### config.mk
export PLATFORM = sky130hd
export DESIGN_NAME = udpip_transmitter
export DESIGN_NICKNAME = d
export VERILOG_FILES = /design/src/rtl/udpip_transmitter.sv
export SDC_FILE = /design/constraint.sdc
export NUM_CORES = 2
export LEC_CHECK = 0
export ABC_AREA = 1
export CAP_MARGIN = 20
export CORE_ASPECT_RATIO = 1.75
export CORE_UTILIZATION = 55
export CTS_BUF_LIST = sky130_fd_sc_hd__clkbuf_8
export DETAILED_ROUTE_END_ITERATION = 10
export PLACE_DENSITY = 0.73
export SYNTH_ARGS = -nofsm -noshare
export SYNTH_HDL_FRONTEND = slang
export SYNTH_SLANG_ARGS = --single-unit
export TNS_END_PERCENT = 100
### constraint.sdc
create_clock -name clk -period 5.8 [get_ports clk]
set_input_delay 0.58 -clock clk [delete_from_list [all_inputs] [get_ports clk]]
set_output_delay 0.58 -clock clk [all_outputs]
set_load 0.03 [all_outputs]
### src/rtl/udpip_transmitter.sv
// udpip_transmitter: buffers a UDP payload, computes the UDP (with pseudo-header)
// and IPv4 header checksums, then streams the 28-byte header plus payload.
module udpip_transmitter #(
  parameter logic [31:0] SRC_IP      = 32'hC0A80001,
  parameter logic [31:0] DST_IP      = 32'hC0A80002,
  parameter logic [15:0] SRC_PORT    = 16'h1234,
  parameter logic [15:0] DST_PORT    = 16'h5678,
  parameter logic [7:0]  TTL         = 8'd64,
  parameter int          MAX_PAYLOAD = 228
) (
  input  logic       clk,
  input  logic       rst,
  input  logic [7:0] tx_in,
  input  logic       tx_in_valid,
  input  logic       tx_in_first,
  input  logic       tx_in_last,
  output logic       tx_in_ready,
  output logic [7:0] wrdata,
  output logic       wr_valid,
  output logic       wr_first,
  output logic       wr_last,
  input  logic       wr_ready,
  output logic       tx_drop,
  output logic [2:0] state
);

  // Payload is split into even/odd byte banks so a full 16-bit word reads per cycle.
  localparam int         WORDS   = (MAX_PAYLOAD + 1) / 2;
  localparam int         AW      = (WORDS > 1) ? $clog2(WORDS) : 1;
  localparam logic [8:0] WORDS9  = 9'(WORDS);
  localparam logic [7:0] MAX_LEN = 8'(MAX_PAYLOAD);

  typedef enum logic [2:0] {
    IDLE = 3'd0, LOAD = 3'd1, UDP_SUM = 3'd2, IP_SUM = 3'd3, SEND = 3'd4, DROP = 3'd5
  } state_t;

  state_t      state_reg;
  logic [7:0]  len_reg;
  logic [15:0] id_reg;
  logic [8:0]  idx_reg;
  logic [7:0]  cnt_reg;
  logic        fold_reg;
  logic [31:0] acc_reg;
  logic [15:0] udp_csum_reg;
  logic [15:0] ip_csum_reg;

  logic [7:0] even_mem [0:WORDS-1];
  logic [7:0] odd_mem  [0:WORDS-1];
  logic [7:0] rd_even_reg;
  logic [7:0] rd_odd_reg;

  logic [15:0] sum_word, hdr_w, csum_c;
  logic [31:0] folded;
  logic [7:0]  pay_w, n_words, last_cnt, mem_pos, send_byte;
  logic [8:0]  odd_pos, total9, nxt_idx, rd_pos9;
  logic [AW-1:0] rd_word, wr_word;
  logic        mem_we, send_xfer, send_load;

  // Header word w (0..13) of the datagram, big-endian
  function automatic logic [15:0] hdr_word(input logic [3:0] w, input logic [7:0] len,
                                           input logic [15:0] id, input logic [15:0] ipc,
                                           input logic [15:0] udpc);
    case (w)
      4'd0:    return 16'h4500;
      4'd1:    return 16'd28 + {8'h00, len};
      4'd2:    return id;
      4'd3:    return 16'h0000;
      4'd4:    return {TTL, 8'h11};
      4'd5:    return ipc;
      4'd6:    return SRC_IP[31:16];
      4'd7:    return SRC_IP[15:0];
      4'd8:    return DST_IP[31:16];
      4'd9:    return DST_IP[15:0];
      4'd10:   return SRC_PORT;
      4'd11:   return DST_PORT;
      4'd12:   return 16'd8 + {8'h00, len};
      4'd13:   return udpc;
      default: return 16'h0000;
    endcase
  endfunction

  assign tx_in_ready = (state_reg == IDLE) || (state_reg == LOAD) || (state_reg == DROP);
  assign state       = state_reg;
  assign n_words     = 8'(({1'b0, len_reg} + 9'd1) >> 1);
  assign last_cnt    = 8'd9 + n_words;
  assign total9      = 9'd28 + {1'b0, len_reg};
  assign folded      = {16'h0000, acc_reg[15:0]} + {16'h0000, acc_reg[31:16]};
  assign csum_c      = ~acc_reg[15:0];
  assign send_xfer   = wr_valid && wr_ready;
  assign send_load   = (state_reg == SEND) && (!wr_valid || wr_ready) &&
                       !(send_xfer && wr_last) && (idx_reg < total9);
  assign nxt_idx     = send_load ? idx_reg + 9'd1 : idx_reg;

  // Word fed to the checksum accumulator this cycle
  always_comb begin
    sum_word = 16'h0000;
    pay_w    = cnt_reg - 8'd10;
    odd_pos  = {pay_w, 1'b1};
    if (state_reg == UDP_SUM) begin
      case (cnt_reg)
        8'd0:    sum_word = SRC_IP[31:16];
        8'd1:    sum_word = SRC_IP[15:0];
        8'd2:    sum_word = DST_IP[31:16];
        8'd3:    sum_word = DST_IP[15:0];
        8'd4:    sum_word = 16'h0011;
        8'd5:    sum_word = 16'd8 + {8'h00, len_reg};
        8'd6:    sum_word = SRC_PORT;
        8'd7:    sum_word = DST_PORT;
        8'd8:    sum_word = 16'd8 + {8'h00, len_reg};
        8'd9:    sum_word = 16'h0000;
        default: sum_word = {rd_even_reg, (odd_pos >= {1'b0, len_reg}) ? 8'h00 : rd_odd_reg};
      endcase
    end else if (state_reg == IP_SUM) begin
      sum_word = hdr_word(cnt_reg[3:0], len_reg, id_reg, 16'h0000, 16'h0000);
    end
  end

  // Buffer read address runs one step ahead so registered data lines up with use
  always_comb begin
    rd_pos9 = 9'd0;
    if (state_reg == UDP_SUM) begin
      rd_pos9 = (cnt_reg >= 8'd9) ? {1'b0, cnt_reg - 8'd9} : 9'd0;
    end else if (state_reg == SEND) begin
      rd_pos9 = (nxt_idx >= 9'd28) ? ((nxt_idx - 9'd28) >> 1) : 9'd0;
    end
    rd_word = (rd_pos9 < WORDS9) ? AW'(rd_pos9) : '0;
  end

  // Next outgoing byte: header field or buffered payload
  always_comb begin
    hdr_w = hdr_word(idx_reg[4:1], len_reg, id_reg, ip_csum_reg, udp_csum_reg);
    if (idx_reg < 9'd28) send_byte = idx_reg[0] ? hdr_w[7:0] : hdr_w[15:8];
    else                 send_byte = idx_reg[0] ? rd_odd_reg : rd_even_reg;
  end

  // Payload write position; the overflowing byte is never stored
  always_comb begin
    mem_we  = 1'b0;
    mem_pos = len_reg;
    if (tx_in_valid) begin
      if (state_reg == IDLE && tx_in_first) begin
        mem_we  = 1'b1;
        mem_pos = 8'd0;
      end else if (state_reg == LOAD) begin
        if (tx_in_first) begin
          mem_we  = 1'b1;
          mem_pos = 8'd0;
        end else if (len_reg != MAX_LEN) begin
          mem_we = 1'b1;
        end
      end
    end
    wr_word = AW'(mem_pos >> 1);
  end

  // Payload buffer banks with registered read
  always_ff @(posedge clk) begin
    if (mem_we) begin
      if (mem_pos[0]) odd_mem[wr_word]  <= tx_in;
      else            even_mem[wr_word] <= tx_in;
    end
    rd_even_reg <= even_mem[rd_word];
    rd_odd_reg  <= odd_mem[rd_word];
  end

  // Main FSM: load, checksum passes, and byte streaming with backpressure
  always_ff @(posedge clk) begin
    if (rst) begin
      state_reg    <= IDLE;
      len_reg      <= 8'd0;
      id_reg       <= 16'h0000;
      idx_reg      <= 9'd0;
      cnt_reg      <= 8'd0;
      fold_reg     <= 1'b0;
      acc_reg      <= 32'h0;
      udp_csum_reg <= 16'h0000;
      ip_csum_reg  <= 16'h0000;
      wrdata       <= 8'h00;
      wr_valid     <= 1'b0;
      wr_first     <= 1'b0;
      wr_last      <= 1'b0;
      tx_drop      <= 1'b0;
    end else begin
      tx_drop <= 1'b0;
      case (state_reg)
        IDLE: begin
          cnt_reg  <= 8'd0;
          acc_reg  <= 32'h0;
          fold_reg <= 1'b0;
          if (tx_in_valid && tx_in_first) begin
            len_reg   <= 8'd1;
            state_reg <= tx_in_last ? UDP_SUM : LOAD;
          end
        end
        LOAD: begin
          cnt_reg  <= 8'd0;
          acc_reg  <= 32'h0;
          fold_reg <= 1'b0;
          if (tx_in_valid) begin
            if (tx_in_first) begin
              len_reg <= 8'd1;
              if (tx_in_last) state_reg <= UDP_SUM;
            end else if (len_reg == MAX_LEN) begin
              tx_drop   <= 1'b1;
              state_reg <= tx_in_last ? IDLE : DROP;
            end else begin
              len_reg <= len_reg + 8'd1;
              if (tx_in_last) state_reg <= UDP_SUM;
            end
          end
        end
        DROP: begin
          if (tx_in_valid && tx_in_last) state_reg <= IDLE;
        end
        UDP_SUM: begin
          if (!fold_reg) begin
            acc_reg <= acc_reg + {16'h0000, sum_word};
            cnt_reg <= cnt_reg + 8'd1;
            if (cnt_reg == last_cnt) fold_reg <= 1'b1;
          end else if (acc_reg[31:16] != 16'h0000) begin
            acc_reg <= folded;
          end else begin
            udp_csum_reg <= (csum_c == 16'h0000) ? 16'hFFFF : csum_c;
            state_reg    <= IP_SUM;
            cnt_reg      <= 8'd0;
            acc_reg      <= 32'h0;
            fold_reg     <= 1'b0;
          end
        end
        IP_SUM: begin
          if (!fold_reg) begin
            acc_reg <= acc_reg + {16'h0000, sum_word};
            cnt_reg <= cnt_reg + 8'd1;
            if (cnt_reg == 8'd9) fold_reg <= 1'b1;
          end else if (acc_reg[31:16] != 16'h0000) begin
            acc_reg <= folded;
          end else begin
            ip_csum_reg <= csum_c;
            state_reg   <= SEND;
            idx_reg     <= 9'd0;
            fold_reg    <= 1'b0;
          end
        end
        SEND: begin
          if (send_xfer && wr_last) begin
            wr_valid  <= 1'b0;
            wr_last   <= 1'b0;
            id_reg    <= id_reg + 16'h0001;
            state_reg <= IDLE;
          end else if (send_load) begin
            wrdata   <= send_byte;
            wr_valid <= 1'b1;
            wr_first <= (idx_reg == 9'd0);
            wr_last  <= (idx_reg == total9 - 9'd1);
            idx_reg  <= idx_reg + 9'd1;
          end
        end
        default: state_reg <= IDLE;
      endcase
    end
  end

endmodule

==> out/results.ini <==
[clock_tree]
htree_levels=5
clock-sinks=1961
cts_tree=done
clkLatencyLatePin_ps=970
root_buffer=clkbuf_8
path_clk_slew_ps=70
postCtsHoldBufs=0
clk_path_buf_depth=4
numCtsBuffers=283

[critical_path]
critPathMaxFanout=4
cp.buffers_inverters=9
start_kind=flip-flop
criticalPathCategory=reg -> reg
arrival_ps=6630
critPathMaxStageDelay_ps=410
crit_top_cell=inv_1
slowest_stage=fa_2
path_delay_family=compound AO/OA/AOI/OAI gates
required_ps=6600
end_kind=flip-flop

[global_routing]
grt_usage_pct=32.5
grt_max_degree=157
antenna_found_initial=6
grt_pass1_vias=70400
grt_overflow_total=0
grt_pass1_wl_mm=419

[synthesis]
yosysSeqAreaShare_pct=62.0
synth_top_area_cell=edfxtp_1
synth_seq_cells=1961
synth_area_per_cell_um2=9.67
async_flop_share_pct=0
synth_top_area_share_pct=59.0
synthTopCellsByArea=edfxtp_1, nand3_1, inv_1
synth_area_um2=92800
synth_enable_flop_cells=1824
syn-num-nets=9678
ys_types=54
ys.flop_type=edfxtp_1
yosysWarnings=0
synth_cells=9596

[sta]
slew_headroom_pct=19.7
finalCritPeriodShare_pct=100
finClkSkew_ps=57.5
hold_viol=0
fin_crit_ps=5820
rsz0062_at_grt=true
worst_pin_slew_ps=1170
slew_viol_final=0
max_freq_mhz=172
setup_slack_ps=-22.2
setup_viol=1

[floorplan]
die_area_um2=170000
core_area_um2=168000
start_util_pct=55.3
fp.dieW_um=312
num_rows=199
die_h_um=545
io_pins=30

[layout]
design_area_um2=105000
layoutNonFillerInstCount=12200
syn2layout_area_growth_pct=13.1
layout-drive-gt1-share_pct=10.7
final_common_cell=edfxtp_1
mostFrequentLayoutCells=edfxtp_1, inv_1, nand3_1
final_core_util_pct=62.5
fin_nets=9816

[route]
vias=73400
firstDrtPassIters=9
final_antenna_net_count=0
route.detailed.drc=0
wl_mm=294
vias_per_cell=6.04
wire_per_inst_um=24.2
drt_iter0_markers=8753

[power]
ir_drop_mv=0.179
p_per_area_nw_per_um2=267
cellLeakagePower_nw=43.0

[placement]
port-buffer-count=29
gp_congestion=1.04
dpl_worst_slack_ps=-786
place_inst=11600
dp_hpwl_mm=175
placement.cell_area_um2=97200

[status]
status=finished with violations
violations=setup timing

[flow_run]
maxCapViolCount=0

[min_path]
worstHoldPathType=in -> reg

## cells by family (layout without fill, tap and decap cells)
group / Yosys count / after routing / synth area share (%)
adder cells (fa/ha/maj): 68 / 68 / 0.933
multiplexers: 1 / 1 / 0.0108
AO/OA/AOI/OAI: 502 / 502 / 3.05
AND/OR/NAND/NOR: 4686 / 4687 / 23.5
other: 0 / 2 / 0
flip-flops: 1961 / 1961 / 62.0
XOR/XNOR: 55 / 55 / 0.519
buffers and inverters: 2323 / 2665 / 9.95
## worst paths after layout
| path | startpoint | endpoint | slack, ps | cells past startpoint |
|---|---|---|---|---|
| max | cnt_reg[2] | acc_reg[30] | -20 | 38 |
| min | tx_in[7] | odd_mem[42][7] | 80 | 1 |
| max reg2reg | cnt_reg[2] | acc_reg[30] | -20 | 38 |
| min reg2reg | udp_csum_reg[14] | udp_csum_reg[14] | 470 | 2 |
## repair_timing
item / 4_1_cts / 5_1_grt
gates resized for setup: 39 / 238
cloned: 3 / 37
pin swaps: 4 / 50
setup buffers: 6 / 35
setup endpoints to repair: 30 / 29
## synth_stat cells (3+ instances only)
cell / count
buf_4: 28
nor4_1: 11
ha_1: 66
xor2_1: 42
nand3b_1: 5
buf_6: 9
inv_1: 1665
nor2_1: 699
o21ai_0: 191
xnor2_1: 13
a31oi_1: 9
inv_2: 10
o21bai_1: 19
clkbuf_1: 264
nor3_1: 37
a211oi_1: 8
nand4_1: 765
dfxtp_1: 137
buf_2: 269
o221ai_1: 5
a32o_1: 6
o31ai_1: 6
nand2_1: 1503
buf_1: 68
nor2_2: 3
nand2_2: 4
edfxtp_1: 1824
nor3b_1: 4
a21oi_1: 173
clkinv_1: 10
o21ai_1: 26
a22oi_1: 8
o211ai_1: 8
nand3_1: 1591
a221oi_1: 13
o21a_1: 4
nand3_2: 3
o2111ai_1: 9
o22ai_1: 7
or2_2: 55
## metal layers
| metal | vias up | global-route usage (%) | share of wire (%) |
|---|---|---|---|
| li1 | 32800 | - | - |
| met2 | 4530 | 54.7 | 49 |
| met5 | - | 0 | 0.0044 |
| met3 | 1089 | 4.63 | 8.8 |
| met1 | 34900 | 37.6 | 34 |
| met4 | 2 | 24.1 | 7.9 |
## where the power goes
part | leakage [nW] | switching [mW] | total [mW] | internal, mW
Sequential | 17.5 | 0.0937 | 15.6 | 15.5
Combinational | 22.5 | 1.37 | 1.84 | 0.474
Clock | 2.98 | 5.37 | 10.5 | 5.16
## worst reg2reg max path: cells and delay by family (launching register included)
family          cells  cell delay [ps]
fa+ha+maj           4             1150
simple gates       12             1560
flops               1              360
compound gates     13             2020
buf+inv             9              600
## per-stage QoR
step	TNS [ps]	power [mW]	hold WS, ps
floorplan	0	16.6	441
global placement	-9160	17.6	449
detailed placement	-5990	17.7	456
CTS	-6.36	27.9	50.1
global route	-698	28.6	77.1
finish	-22.2	28.0	78.1
## layout make-up
| cell class | instances | area (µm²) |
|---|---|---|
| timing repair buffer | 490 | 6210 |
| clock inverter | 187 | 1010 |
| clock buffer | 303 | 4170 |
| fill | 13400 | 62900 |
| tap | 2211 | 2770 |
| inverter | 1685 | 6390 |
| sequential | 1961 | 57500 |
| multi-input combinational | 5313 | 26900 |
| antenna | 2 | 5.00 |
Power figures use the tool's default switching activity.
